==> config.mk <==
export PLATFORM = sky130hd
export DESIGN_NAME = reg_file_16x16
export DESIGN_NICKNAME = d
export VERILOG_FILES = /design/src/rtl/reg_file_16x16.sv
export SDC_FILE = /design/constraint.sdc
export NUM_CORES = 1
export LEC_CHECK = 0
export ABC_AREA = 1
export CORE_MARGIN = 5
export CORE_UTILIZATION = 35
export DETAILED_ROUTE_END_ITERATION = 8
export GPL_ROUTABILITY_DRIVEN = 0
export PLACE_DENSITY = 0.48
export SYNTH_ARGS = -nofsm -noshare
export SYNTH_HDL_FRONTEND = slang
export SYNTH_SLANG_ARGS = --single-unit
==> constraint.sdc <==
create_clock -name clk -period 13.5 [get_ports clk]
set_input_delay 2.7 -clock clk [delete_from_list [all_inputs] [get_ports clk]]
set_output_delay 2.7 -clock clk [all_outputs]
set_load 0.005 [all_outputs]
==> src/rtl/reg_file_16x16.sv <==
// Register file with 16 registers of 16 bits each. It has two combinational read ports and
// one synchronous write port. R0 is hardwired to zero. Writes can bypass to reads in the same cycle.
module reg_file_16x16 #(
   parameter int DATA_W    = 16,
   parameter int ADDR_W    = 4,
   parameter int NUM_REGS  = 16,
   parameter int BYPASS_EN = 1
) (
   input  logic              clk,
   input  logic              rst,
   input  logic [ADDR_W-1:0] SrcReg1,
   input  logic [ADDR_W-1:0] SrcReg2,
   input  logic [ADDR_W-1:0] DstReg,
   input  logic              WriteReg,
   input  logic [DATA_W-1:0] DstData,
   output logic [DATA_W-1:0] SrcData1,
   output logic [DATA_W-1:0] SrcData2,
   output logic              Err
);

   localparam int NUM_RD = 2;

   logic [NUM_REGS-1:0][DATA_W-1:0] regs;
   logic                            wr_hit;
   logic [NUM_RD-1:0][ADDR_W-1:0]   src;
   logic [NUM_RD-1:0][DATA_W-1:0]   rdata;

   // The R0 slot is never written, so it stays at its reset value of zero.
   always_ff @(posedge clk or posedge rst) begin
      if (rst) begin
         regs <= '0;
         Err  <= 1'b0;
      end else if (WriteReg) begin
         if (DstReg != '0)
            regs[DstReg] <= DstData;
         else
            Err <= 1'b1;
      end
   end

   assign wr_hit = !rst && WriteReg && (DstReg != '0);
   assign src    = {SrcReg2, SrcReg1};

   for (genvar p = 0; p < NUM_RD; p++) begin : g_rd
      logic [DATA_W-1:0] q;
      always_comb begin
         q = regs[src[p]];
         if (BYPASS_EN != 0 && wr_hit && src[p] == DstReg)
            q = DstData;
         // Reset and address 0 both take priority over bypass.
         if (rst || src[p] == '0)
            q = '0;
      end
      assign rdata[p] = q;
   end

   assign SrcData1 = rdata[0];
   assign SrcData2 = rdata[1];

endmodule
==> impl_metrics.toml <==
[status]
status = "completed"

[sta]
maxClockFrequency_ghz = 0.111
skew_ns = 0
setup_viol = 0
final.setup.tns_ns = 0
max-slew-margin-rel_pct = 13.2
fin_crit_sh_pct = 66.5
slew_viol_final = 0
finalHoldViolCount = 0
worst_pin_slew_ns = 1.30
rsz0062_at_grt = "false"
min_period_ns = 8.97

[power]
vdd_drop_max_uv = 68.7
power_density_nw_per_um2 = 143
sequentialPowerShare_pct = 41.1
internal-power_uw = 1630
leakage_uw = 0.00871
finalPower_uw = 2450
power_switching_uw = 823
combinationalPowerShare_pct = 22.9
clkPwrFrac_pct = 35.9
p_sw_share_pct = 33.6

[cts]
cts.repair.resized = 0
h-tree-depth = 2
cts.sinks = 257
root_buffer = "clkbuf_16"
clk_path_buf_depth = 3
cts_tree = "built"
post_cts_buffers = 0
cts_hold_buf = 0
cts_buffers = 34
clk_pin_slew_ns = 0.05
insertion_delay_ns = 0.55

[floorplan]
core_um2 = 43200
chipWidth_um = 219
dieArea_um2 = 48000
dieHeight_um = 219
initial_core_util_pct = 35.5
fp-row-count = 76
io_pins = 64

[route]
post_drt_wl_per_cell_um = 20.2
wl_mm = 58.7
drt_pre_antenna_iters = 5
vias = 15100
drtIter0Drc = 1537
vias_per_cell = 5.18
drtAntennaViolNets = 0
drc_errors = 0

[synth]
syn_inst = 2361
synth_top_cell_area_share_pct = 42.0
async_flop_share_pct = 100
synth_seq_cells = 257
ys.flop_type = "dfrtp_1"
postSynthAreaPerCell_um2 = 6.48
synth_edf_count = 0
yosysUniqueCellTypes = 19
ys_seq_area_share_pct = 42.0
synthTopCellsByArea = "dfrtp_1 42%, nand2_1 22%, nand3_1 12%"
synthTopCellsByCount = "899 x nand2_1, 356 x nand3_1, 257 x dfrtp_1"
yosysTopAreaCell = "dfrtp_1"
synth_most_common_cell = "nand2_1"
synthesis.area_um2 = 15300
synth.net_count = 2392
ys_warn_count = 0

[placed_design]
place_hpwl_mm = 35.8
numPortBuffers = 63

[setup_path]
rrSetupSlack_ns = 12.71
crit_required_ns = 10.80
rr_worst_depth = 1
regToRegStartpoint = "Err$_DFFE_PP0P_"
arrival_ns = 6.27
cp-end-kind = "output pin"
critical_path_class = "in2out"
crit_fanout = 20
cp-start-kind = "input pin"
regToRegEndpoint = "Err$_DFFE_PP0P_"

[hold_path]
hold_class = "reg2reg"
min_path_cells = 0
worstHoldStart = "regs[2]$_DFFE_PP0P_"
min_to = "regs[2]$_DFFE_PP0P_"

[grt]
grt_max_degree = 178
overflow = 0
grt_pass1_wl_mm = 90.4
antenna_found_initial = 2
grt_pass1_vias = 14500
gr-usage-all-layers_pct = 24.6

[job]
drv_cap = 0

[layout]
diodes = 0
syn2layout_area_growth_pct = 12.0
drive_gt1_share_pct = 4.30
fin_nets = 2331
[cell usage in the layout (no fill, tap or decap)]
master and count:
a21oi_1 16, a21oi_2 1, a31o_2 1, a31oi_2 1, a31oi_4 1, buf_12 1, buf_2 2, buf_4 27
clkbuf_1 12, clkbuf_16 34, clkbuf_8 8, clkdlybuf4s50_1 59, clkinv_2 1, clkinv_8 1, dfrtp_1 257, inv_1 215
inv_2 5, inv_4 2, inv_6 3, inv_8 1, nand2_1 898, nand2_2 1, nand3_1 356, nand3_2 2
nor2_1 154, nor2_2 4, nor3_2 2, nor3_4 2, o21ai_0 233, o21ai_1 23
[worst max-delay path by stage]
stage | start | slack [ns] | end
6_report | SrcReg1[3] | 4.53 | SrcData1[15]
5_1_grt | SrcReg1[3] | 4.38 | SrcData1[15]
4_1_cts | SrcReg1[3] | 4.57 | SrcData1[15]
3_5_place_dp | SrcReg1[3] | 4.59 | SrcData1[15]
3_3_place_gp | SrcReg1[3] | 4.64 | SrcData1[3]
2_1_floorplan | rst | 1.63 | SrcData2[1]
[flip-flops by register name, summed over array words and instances, names as in the netlist]
name,count
regs,256
Err,1
[layer usage]
| layer | global-route usage, % | routed length, um | vias up |
|---|---|---|---|
| met5 | 0 | 25 | - |
| met1 | 35.4 | 27100 | 7201 |
| met4 | 7.03 | 1560 | 4 |
| li1 | - | - | 7253 |
| met2 | 36.9 | 25400 | 515 |
| met3 | 6.12 | 4640 | 101 |
[power by group through the flow]
stage               sequential [uW]  clock (uW)  combinational, uW
floorplan                       998           0                400
CTS                            1010         902                563
global route                   1030         932                652
finish                         1010         881                562
global placement               1020           0                554
detailed placement             1020           0                562
[through the flow]
stage          instances  hold slack (ns)  utilization [%]  area, um2  setup WS (ns)
2_1_floorplan       2361            0.429                -      15300           1.63
3_3_place_gp        2849            0.365             37.3      16100           4.64
3_5_place_dp        2849            0.366             37.3      16100           4.59
4_1_cts             2908            0.378             39.7      17100           4.57
5_1_grt             2908            0.385             39.7      17100           4.38
6_report            2908            0.375             39.7      17100           4.53
[cell type report]
class | count | area [um2]
fill | 4679 | 26000
timing repair buffer | 89 | 823
tap | 585 | 732
sequential | 257 | 6430
multi-input combinational | 1695 | 7250
clock inverter | 5 | 47.5
clock buffer | 54 | 1010
inverter | 223 | 850
[worst max-delay path, stage by stage]
cell	delay (ns)
clkdlybuf4s50_1	1.32
nor2_2	0.42
a31oi_2	0.73
o21ai_0	0.20
nor2_1	0.31
clkdlybuf4s50_1	0.57
[cell families (layout without fill, tap and decap cells)]
family,after synthesis,in the layout,synth area share (%)
compound gates,276,276,9.23
flops,257,257,42.0
buf+inv,409,371,10.7
simple gates,1419,1419,38.0
(Power assumes the default switching activity.)
